===== src/rtl/pw_trigger_seq.sv =====
// Multi-pulse trigger sequencer: on a match edge, plays up to pNUM_TRIGGERS delay/width pulses on O_trigger.
// Optional one-shot arming is compiled in with PW_TRIGGER_SEQ_ONESHOT_EN.
module pw_trigger_seq #(
   parameter int pNUM_TRIGGERS        = 8,
   parameter int pTRIGGER_DELAY_WIDTH = 20,
   parameter int pTRIGGER_WIDTH_WIDTH = 17,
   parameter int pIDX_WIDTH           = 4
) (
   input  logic                                            trigger_clk,
   input  logic                                            reset_i,
   input  logic [pNUM_TRIGGERS*pTRIGGER_DELAY_WIDTH-1:0]   I_trigger_delay,
   input  logic [pNUM_TRIGGERS*pTRIGGER_WIDTH_WIDTH-1:0]   I_trigger_width,
   input  logic [pIDX_WIDTH-1:0]                           I_num_triggers,
   input  logic                                            I_match,
`ifdef PW_TRIGGER_SEQ_ONESHOT_EN
   input  logic                                            I_arm,
   output logic                                            O_armed,
`endif
   output logic                                            O_trigger,
   output logic                                            O_busy,
   output logic [pIDX_WIDTH-1:0]                           O_trigger_index,
   output logic                                            O_match_dropped
);

   localparam int DW = pTRIGGER_DELAY_WIDTH;
   localparam int WW = pTRIGGER_WIDTH_WIDTH;
   localparam int CW = (DW > WW) ? DW : WW;
   localparam logic [CW-1:0]         LP_CNT_ONE = CW'(1);
   localparam logic [pIDX_WIDTH-1:0] LP_IDX_ONE = pIDX_WIDTH'(1);
   localparam logic [pIDX_WIDTH-1:0] LP_N_MAX   = pIDX_WIDTH'(pNUM_TRIGGERS);

   typedef enum logic [1:0] {
      ST_IDLE  = 2'd0,
      ST_DELAY = 2'd1,
      ST_PULSE = 2'd2
   } state_t;

   state_t                r_state;
   logic [pIDX_WIDTH-1:0] r_idx;
   logic [CW-1:0]         r_cnt;
   logic [pIDX_WIDTH-1:0] r_n;
   logic                  r_match_d;
   logic                  r_trigger;
   logic                  r_busy;
   logic [pIDX_WIDTH-1:0] r_trig_idx;
   logic                  r_dropped;

   state_t                w_nxt_state;
   logic [pIDX_WIDTH-1:0] w_nxt_idx;
   logic [CW-1:0]         w_nxt_cnt;
   logic [pIDX_WIDTH-1:0] w_nxt_n;
   logic                  w_launch;
   logic                  w_event;
   logic                  w_idle;
   logic                  w_armed;
   logic                  w_accept;
   logic [pIDX_WIDTH-1:0] w_n_eff;
   logic [pIDX_WIDTH-1:0] w_ls_start;
   logic [pIDX_WIDTH-1:0] w_ls_n;
   logic                  w_l_found;
   logic [pIDX_WIDTH-1:0] w_l_idx;
   logic [DW-1:0]         w_l_delay;
   logic [WW-1:0]         w_l_width;
   logic [WW-1:0]         w_cur_width;

   assign w_event   = I_match & ~r_match_d;
   assign w_idle    = (r_state == ST_IDLE);
   assign w_n_eff   = (I_num_triggers > LP_N_MAX) ? LP_N_MAX : I_num_triggers;
   assign w_accept  = w_event & w_idle & (w_n_eff != {pIDX_WIDTH{1'b0}}) & w_armed;
   assign w_l_delay   = I_trigger_delay[w_l_idx*DW +: DW];
   assign w_l_width   = I_trigger_width[w_l_idx*WW +: WW];
   assign w_cur_width = I_trigger_width[r_idx*WW +: WW];

`ifdef PW_TRIGGER_SEQ_ONESHOT_EN
   logic r_armed;
   logic r_arm_d;

   // Arm latch: set on an I_arm rising edge, consumed by the accepted event.
   always_ff @(posedge trigger_clk) begin
      if (reset_i) begin
         r_armed <= 1'b0;
         r_arm_d <= 1'b1;
      end else begin
         r_arm_d <= I_arm;
         if (w_accept) begin
            r_armed <= 1'b0;
         end else if (I_arm & ~r_arm_d) begin
            r_armed <= 1'b1;
         end else begin
            r_armed <= r_armed;
         end
      end
   end

   assign w_armed = r_armed;
   assign O_armed = r_armed;
`else
   assign w_armed = 1'b1;
`endif

   // Launch point: a new sequence starts at pulse 0, otherwise at the pulse after the current one.
   always_comb begin
      if (w_idle) begin
         w_ls_start = {pIDX_WIDTH{1'b0}};
         w_ls_n     = w_n_eff;
      end else begin
         w_ls_start = r_idx + LP_IDX_ONE;
         w_ls_n     = r_n;
      end
   end

   // First pulse at or after the launch point that consumes time; delay=0/width=0 pulses vanish.
   always_comb begin
      w_l_found = 1'b0;
      w_l_idx   = {pIDX_WIDTH{1'b0}};
      for (int j = pNUM_TRIGGERS - 1; j >= 0; j--) begin
         if ((j >= int'(w_ls_start)) && (j < int'(w_ls_n)) &&
             ((I_trigger_delay[j*DW +: DW] != {DW{1'b0}}) ||
              (I_trigger_width[j*WW +: WW] != {WW{1'b0}}))) begin
            w_l_found = 1'b1;
            w_l_idx   = pIDX_WIDTH'(j);
         end else begin
            w_l_found = w_l_found;
            w_l_idx   = w_l_idx;
         end
      end
   end

   // Next-state logic; the counter holds the cycles left in the current phase.
   always_comb begin
      w_nxt_state = r_state;
      w_nxt_idx   = r_idx;
      w_nxt_cnt   = r_cnt;
      w_nxt_n     = r_n;
      w_launch    = 1'b0;
      case (r_state)
         ST_IDLE: begin
            if (w_accept) begin
               w_launch = 1'b1;
               w_nxt_n  = w_n_eff;
            end else begin
               w_nxt_state = ST_IDLE;
            end
         end
         ST_DELAY: begin
            if (r_cnt == LP_CNT_ONE) begin
               if (w_cur_width != {WW{1'b0}}) begin
                  w_nxt_state = ST_PULSE;
                  w_nxt_cnt   = CW'(w_cur_width);
               end else begin
                  w_launch = 1'b1;
               end
            end else begin
               w_nxt_cnt = r_cnt - LP_CNT_ONE;
            end
         end
         ST_PULSE: begin
            if (r_cnt == LP_CNT_ONE) begin
               w_launch = 1'b1;
            end else begin
               w_nxt_cnt = r_cnt - LP_CNT_ONE;
            end
         end
         default: begin
            w_nxt_state = ST_IDLE;
            w_nxt_idx   = {pIDX_WIDTH{1'b0}};
            w_nxt_cnt   = {CW{1'b0}};
         end
      endcase
      if (w_launch) begin
         if (w_l_found) begin
            w_nxt_idx = w_l_idx;
            if (w_l_delay != {DW{1'b0}}) begin
               w_nxt_state = ST_DELAY;
               w_nxt_cnt   = CW'(w_l_delay);
            end else begin
               w_nxt_state = ST_PULSE;
               w_nxt_cnt   = CW'(w_l_width);
            end
         end else begin
            w_nxt_state = ST_IDLE;
            w_nxt_idx   = {pIDX_WIDTH{1'b0}};
            w_nxt_cnt   = {CW{1'b0}};
         end
      end else begin
         w_nxt_state = w_nxt_state;
      end
   end

   // State and output registers; outputs are taken from the next state so they line up with it.
   always_ff @(posedge trigger_clk) begin
      if (reset_i) begin
         r_state    <= ST_IDLE;
         r_idx      <= {pIDX_WIDTH{1'b0}};
         r_cnt      <= {CW{1'b0}};
         r_n        <= {pIDX_WIDTH{1'b0}};
         r_match_d  <= 1'b1;
         r_trigger  <= 1'b0;
         r_busy     <= 1'b0;
         r_trig_idx <= {pIDX_WIDTH{1'b0}};
         r_dropped  <= 1'b0;
      end else begin
         r_state    <= w_nxt_state;
         r_idx      <= w_nxt_idx;
         r_cnt      <= w_nxt_cnt;
         r_n        <= w_nxt_n;
         r_match_d  <= I_match;
         r_trigger  <= (w_nxt_state == ST_PULSE);
         r_busy     <= (w_nxt_state != ST_IDLE);
         r_trig_idx <= w_nxt_idx;
         r_dropped  <= w_event & ~w_idle;
      end
   end

   assign O_trigger       = r_trigger;
   assign O_busy          = r_busy;
   assign O_trigger_index = r_trig_idx;
   assign O_match_dropped = r_dropped;

endmodule


===== config.mk =====
export PLATFORM = sky130hd
export DESIGN_NAME = pw_trigger_seq
export DESIGN_NICKNAME = d
export VERILOG_FILES = /design/src/rtl/pw_trigger_seq.sv
export SDC_FILE = /design/constraint.sdc
export NUM_CORES = 1
export LEC_CHECK = 0
export BUFFER_PORTS_ARGS = -buffer_cell sky130_fd_sc_hd__buf_4
export CORE_ASPECT_RATIO = 1.4
export CORE_MARGIN = 8
export CORE_UTILIZATION = 25
export DETAILED_ROUTE_END_ITERATION = 7
export GPL_ROUTABILITY_DRIVEN = 0
export PLACE_DENSITY_LB_ADDON = 0.15
export SLEW_MARGIN = 20
export SYNTH_ARGS = -nofsm -noshare
export SYNTH_HDL_FRONTEND = slang
export SYNTH_SLANG_ARGS = --single-unit
export TNS_END_PERCENT = 30

===== constraint.sdc =====
create_clock -name trigger_clk -period 8.9 [get_ports trigger_clk]
set_input_delay 0.89 -clock trigger_clk [delete_from_list [all_inputs] [get_ports trigger_clk]]
set_output_delay 0.89 -clock trigger_clk [all_outputs]
set_load 0.05 [all_outputs]

==> results of run 1 <==
## power by group
part / internal (mW) / switching, mW / leakage, nW / total (mW)
registers: 0.152 / 0.00583 / 0.269 / 0.158
logic: 0.188 / 0.250 / 3.57 / 0.437
clock network: 0.133 / 0.0753 / 0.0800 / 0.208
total: 0.473 / 0.331 / 3.92 / 0.803
## layer usage
layer	vias up	share of wire, %	wire (um)
met5	-	0	0
met4	0	6.0	2810
met3	107	8.0	3760
met2	631	50	23300
met1	4918	36	16800
li1	4546	-	-
## kinds of logic (layout without fill, tap and decap cells)
logic type                 count (synthesis)  after routing  synth area share (%)
buffers and inverters                    112            362                  6.99
other                                      1              2                0.0524
xor gates and xnor gates                   3              3                 0.367
muxes                                     73             73                  17.0
adders and majority gates                  7              7                  1.22
AOI/OAI and AO/OA                        265            265                  26.6
and+or+nand+nor                          548            548                  38.5
DFF                                       33             33                  9.23
## registers in the layout, indices dropped and copies added, names as in the netlist
| signal | count |
|---|---|
| O_trigger_index | 3 |
| r_cnt | 20 |
| r_match_d | 1 |
| O_busy | 1 |
| O_trigger | 1 |
| r_n | 4 |
| r_state | 2 |
| O_match_dropped | 1 |
## per-stage QoR
stage               utilization, %  hold slack, ps  power [mW]  area [sq um]  cells
global route                  35.0             487       0.836          9910   1668
floorplan                        -             402       0.360          7160   1042
detailed placement            34.3             438       0.587          9730   1659
finish                        35.0             446       0.803          9910   1668
global placement              34.3             426       0.588          9720   1659
CTS                           35.0             448       0.797          9900   1667
## placed cells by master (no fill, tap or decap), types with 18 or more instances in the layout
cell,instances
nand2_1,203
o211ai_1,18
mux2i_1,26
nand4_1,20
mux4_2,38
buf_4,326
nor4_1,76
o21ai_0,47
nor2_1,50
a21oi_1,44
dfxtp_1,31
a22oi_1,25
inv_1,26
nand3_1,90
nor3_1,28
## cell type report
type	instances	area share, %
multi-input cells	897	61.1
repair buffers	326	24.7
flip-flops and latches	33	6.69
well taps	375	4.74
clock buffers	5	1.26
inverters	28	1.06
clock inverters	3	0.467
diodes	1	0.0253
## final timing paths
kind	slack, ps	endpoint	depth (start not counted)
max	1580	O_trigger$_SDFF_PP0_	13
min reg2reg	450	O_match_dropped$_SDFF_PP0_	1
min	450	O_match_dropped$_SDFF_PP0_	1
max reg2reg	2590	O_trigger$_SDFF_PP0_	15
==> flow_metrics.env, run 1 <==
export IMPL_status="completed"
export IMPL_crit_path_max_fanout=19
export IMPL_antenna_found_initial=1
export IMPL_p_leak_nw=3.92
export IMPL_postSynthAreaPerCell_sq_um=6.87
export IMPL_arrival_ps=7520
export IMPL_syn2layout_area_growth_pct=38.4
export IMPL_fin_skew_ps=8.85
export IMPL_rows=73
export IMPL_use_met2_pct=44.8
export IMPL_synth_edf_count=0
export IMPL_synth_most_common_cell="nand2_1"
export IMPL_yosys_top_cells_area="mux4_2 12%, nand2_1 11%, dfxtp_1 9.2%"
export IMPL_ys_types=82
export IMPL_p_per_area_nw_per_um2=81.1
export IMPL_post_drt_wl_per_cell_um=28.0
export IMPL_critPathRequiredTime_ps=9100
export IMPL_numCtsBuffers=5
export IMPL_overflow=0
export IMPL_initial_core_util_pct=25.3
export IMPL_cp_start_kind="input port"
export IMPL_dpl_hpwl_um=38800
export IMPL_vias_per_cell=6.12
export IMPL_syn_nets=1352
export IMPL_syn_area_sq_um=7160
export IMPL_setup_viol=0
export IMPL_grt_pass1_wl_um=67300
export IMPL_max_freq_ghz=0.137
export IMPL_hold_class="flop to flop"
export IMPL_cts_max_level=2
export IMPL_cp_end_kind="flop"
export IMPL_synth_top_flop_cell="dfxtp_1"
export IMPL_clk_latency_ps=290
export IMPL_max_cap_violations=0
export IMPL_clockBufferDepth=2
export IMPL_setup_slack_ps=1580
export IMPL_rsz0062_at_grt="false"
export IMPL_finalMaxSlewViolations=0
export IMPL_min_period_ps=7320
export IMPL_cts_resized=0
export IMPL_final_nets=1601
export IMPL_timing_slew_headroom_pct=12.9
export IMPL_max_stage_delay_ps=1070
export IMPL_peakVddDrop_mv=0.0602
export IMPL_num_fill_cells=3190
export IMPL_synth_seq_cells=33
export IMPL_syn_inst=1042
export IMPL_multiInputGateArea_sq_um=6050
export IMPL_clock_sinks=33
export IMPL_startpoint="I_trigger_delay[64]"
export IMPL_ios=310
export IMPL_drive_gt1_share_pct=32.5
export IMPL_die_x_um=159
export IMPL_pre_cts_ws_ps=1530
export IMPL_path_clk_slew_ps=60
export IMPL_crit_path_cell_trace="buf_4 > nor4_1 > nand4_1 > o31ai_4 > o21ai_1 > o221ai_1 > or2_1 > a32oi_1 > a2111oi_0 > nand3_1 > nor4_4 > nand2_1 > a211oi_1"
export IMPL_grt_usage_pct=25.5
export IMPL_slowest_stage="nor4_1"
export IMPL_firstDrtPassIters=6
export IMPL_worst_path_buf_inv=1
export IMPL_cts_hold_buf=0
export IMPL_yosys_area_top_type_share_pct=12.0
export IMPL_regArea_sq_um=663
export IMPL_grt_busiest_layer="met2"
export IMPL_crit_family="simple AND/OR/NAND/NOR gates"
export IMPL_drtAntennaViolNets=0
export IMPL_yosysSeqAreaShare_pct=9.23
export IMPL_vias=10200
export IMPL_worst_pin_slew_ps=1290
export IMPL_dieArea_sq_um=34400
export IMPL_hold_viol=0
export IMPL_cts_tree="done"
export IMPL_finalWirelength_um=46700
export IMPL_min_period_over_period_pct=82.3
export IMPL_drtIter0Drc=1084
export IMPL_die_h_um=216
export IMPL_cts_setup_buffers=0
export IMPL_synth_commonest_cells="203 x nand2_1, 90 x nand3_1, 77 x nor4_1"
export IMPL_drc=0
export IMPL_grt_pass1_vias=10400
export IMPL_grt_max_degree=59
export IMPL_use_met1_pct=28.4
export IMPL_portBuffers=308
export IMPL_crit_type="input port to flop"
export IMPL_root_buffer="clkbuf_16"
export IMPL_core_area_sq_um=28300
export IMPL_yosysTopAreaCell="mux4_2"
export IMPL_fin_setup_tns_ps=0
export IMPL_grt_util_met3_pct=4.70
export IMPL_synth_warnings=0
export IMPL_r2r_start="O_trigger_index[1]$_SDFFE_PP0P_"
export IMPL_async_reset_ff_share_pct=0
export IMPL_hp_start="r_match_d$_SDFF_PP1_"
Note: power is estimated with default switching activity, not from simulation.
==> run 2: changes to the inputs <==
clock period = 6 ns   (was 8.9 ns; I/O delays follow)
==> run 2 against run 1 <==
Critical path depth grew 2. Clock-buffer cell count grew 1. Hold slack lost 13 ps. Power grew 47%. Clock skew shrank 5.5 ps. Die area is the same. Global-route usage is essentially flat. Design area grew 3.2%. Register-to-register slack lost 2000 ps. Largest power group unchanged.
==> flow_metrics.env, run 2 (same netlist as run 1, synthesis figures left out) <==
export IMPL_whs_endpoint="O_match_dropped$_SDFF_PP0_"
export IMPL_grt_pass1_wl_um=67500
export IMPL_crit_family="simple AND/OR/NAND/NOR gates"
export IMPL_grt_pass1_vias=10600
export IMPL_syn2layout_area_growth_pct=42.9
export IMPL_layout_commonest_cell="buf_4"
export IMPL_cp_start_kind="flop"
export IMPL_min_period_over_period_pct=89.7
export IMPL_dpl_hpwl_um=38800
export IMPL_hp_start="r_match_d$_SDFF_PP1_"
export IMPL_cts_tree="done"
export IMPL_drtAntennaViolNets=0
export IMPL_switching_share_pct=42.0
export IMPL_antenna_found_initial=0
export IMPL_drc=0
export IMPL_clock_sinks=33
export IMPL_reg2reg_setup_slack_ps=620
export IMPL_max_freq_ghz=0.186
export IMPL_use_met1_pct=27.9
export IMPL_timing_slew_headroom_pct=28.4
export IMPL_critPathRequiredTime_ps=6210
export IMPL_grt_util_met3_pct=5.18
export IMPL_arrival_ps=5590
export IMPL_cts_hold_buf=0
export IMPL_max_cap_violations=0
export IMPL_core_area_sq_um=28300
export IMPL_cp_end_kind="flop"
export IMPL_fin_skew_ps=3.32
export IMPL_dieArea_sq_um=34400
export IMPL_worst_path_buf_inv=2
export IMPL_cts_resized=0
export IMPL_p_sw_mw=0.494
export IMPL_p_int_mw=0.683
export IMPL_final_nets=1645
export IMPL_r2r_start="r_state[1]$_SDFF_PP0_"
export IMPL_hold_class="flop to flop"
export IMPL_p_per_area_nw_per_um2=115
export IMPL_antenna_cells=0
export IMPL_fin_cells=1711
export IMPL_die_h_um=216
export IMPL_numCtsBuffers=5
export IMPL_cts_setup_buffers=0
export IMPL_fin_setup_tns_ps=0
export IMPL_vias_per_cell=5.94
export IMPL_drive_gt1_share_pct=34.7
export IMPL_crit_path_max_fanout=24
export IMPL_portBuffers=308
export IMPL_p_leak_nw=4.15
export IMPL_cpMostUsedCell="nand2_1"
export IMPL_rows=73
export IMPL_status="completed"
export IMPL_final_cell_mix="367 x buf_4, 203 x nand2_1, 90 x nand3_1, 77 x nor4_1, 50 x nor2_1"
export IMPL_firstDrtPassIters=5
export IMPL_min_period_ps=5380
export IMPL_finalPower_mw=1.18
export IMPL_slowest_stage="nor4_4"
export IMPL_largest_register="r_cnt"
export IMPL_grt_max_degree=57
export IMPL_num_fill_cells=3094
export IMPL_crit_path_cell_trace="inv_1 > ha_1 > and4b_4 > or3_4 > a221o_1 > o22ai_2 > buf_4 > o31ai_4 > a221oi_2 > a22oi_1 > nor4_1 > nand2_1 > nor4_4 > nand2_1 > a211oi_1"
export IMPL_rsz0062_at_grt="false"
export IMPL_max_stage_delay_ps=960
export IMPL_cts_max_level=2
export IMPL_setup_viol=0
export IMPL_clockBufferDepth=2
export IMPL_finalWirelength_um=46200
export IMPL_overflow=0
export IMPL_vias=10200
export IMPL_clk_latency_ps=290
export IMPL_largest_reg_flops=20
export IMPL_clkPwrFrac_pct=22.1
export IMPL_hold_viol=0
export IMPL_worstRegToRegCells=15
export IMPL_grt_busiest_layer="met2"
export IMPL_crit_type="flop to flop"
export IMPL_ios=310
export IMPL_grt_usage_pct=25.5
export IMPL_worst_pin_slew_ps=1070
export IMPL_initial_core_util_pct=25.3
export IMPL_finalMaxSlewViolations=0
export IMPL_power_frac_comb_pct=58.0
export IMPL_path_clk_slew_ps=60
export IMPL_drtIter0Drc=1075
export IMPL_timing_rr_end="O_trigger$_SDFF_PP0_"
export IMPL_root_buffer="clkbuf_16"
export IMPL_die_x_um=159
export IMPL_dp_cells=1703
export IMPL_holdPathStages=1
export IMPL_p_seq_share_pct=19.9
export IMPL_post_drt_wl_per_cell_um=27.0
export IMPL_use_met2_pct=45.8
export IMPL_peakVddDrop_mv=0.110
[run 2: metrics by stage]
stage                     setup slack, ps  area [sq um]  utilization (%)  hold WS [ps]
after floorplan                      1840          7160                -           402
after global placement                760         10100             35.6           432
after detailed placement              704         10100             35.6           426
after CTS                             691         10200             36.1           436
after global routing                  227         10200             36.1           467
final                                 620         10200             36.1           433
[run 2: cell type report]
type	instances	area (sq um)	share of cell area (%)
Inverter	28	105	1.03
Timing Repair Buffer	370	2820	27.5
Multi-Input combinational cell	897	6040	59.0
Clock inverter	2	10.0	0.0978
Clock buffer	6	129	1.26
Tap cell	375	469	4.59
Sequential cell	33	663	6.48
[run 2: power by group through the flow]
stage | logic, mW | clock network (mW) | registers (mW)
6_report | 0.683 | 0.261 | 0.234
5_1_grt | 0.723 | 0.272 | 0.235
4_1_cts | 0.672 | 0.263 | 0.234
3_5_place_dp | 0.669 | 0 | 0.239
3_3_place_gp | 0.671 | 0 | 0.239
2_1_floorplan | 0.296 | 0 | 0.237
[run 2: how the worst max path moves through the flow]
stage	from	to	slack, ps	depth (start not counted)
global placement	r_state[1]$_SDFF_PP0_	O_trigger$_SDFF_PP0_	760	15
CTS	r_state[1]$_SDFF_PP0_	O_trigger$_SDFF_PP0_	690	15
global route	r_state[1]$_SDFF_PP0_	r_cnt[1]$_SDFFE_PP0P_	230	15
detailed placement	r_state[1]$_SDFF_PP0_	O_trigger$_SDFF_PP0_	700	15
finish	r_state[1]$_SDFF_PP0_	O_trigger$_SDFF_PP0_	620	15
floorplan	O_trigger_index[0]$_SDFFE_PP0P_	r_cnt[4]$_SDFFE_PP0P_	1840	15
[run 2: per-layer routing]
layer	vias up	share of wire, %
li1	4645	-
met2	586	50
met4	0	5.4
met1	4828	36
met5	-	0
met3	96	8.3
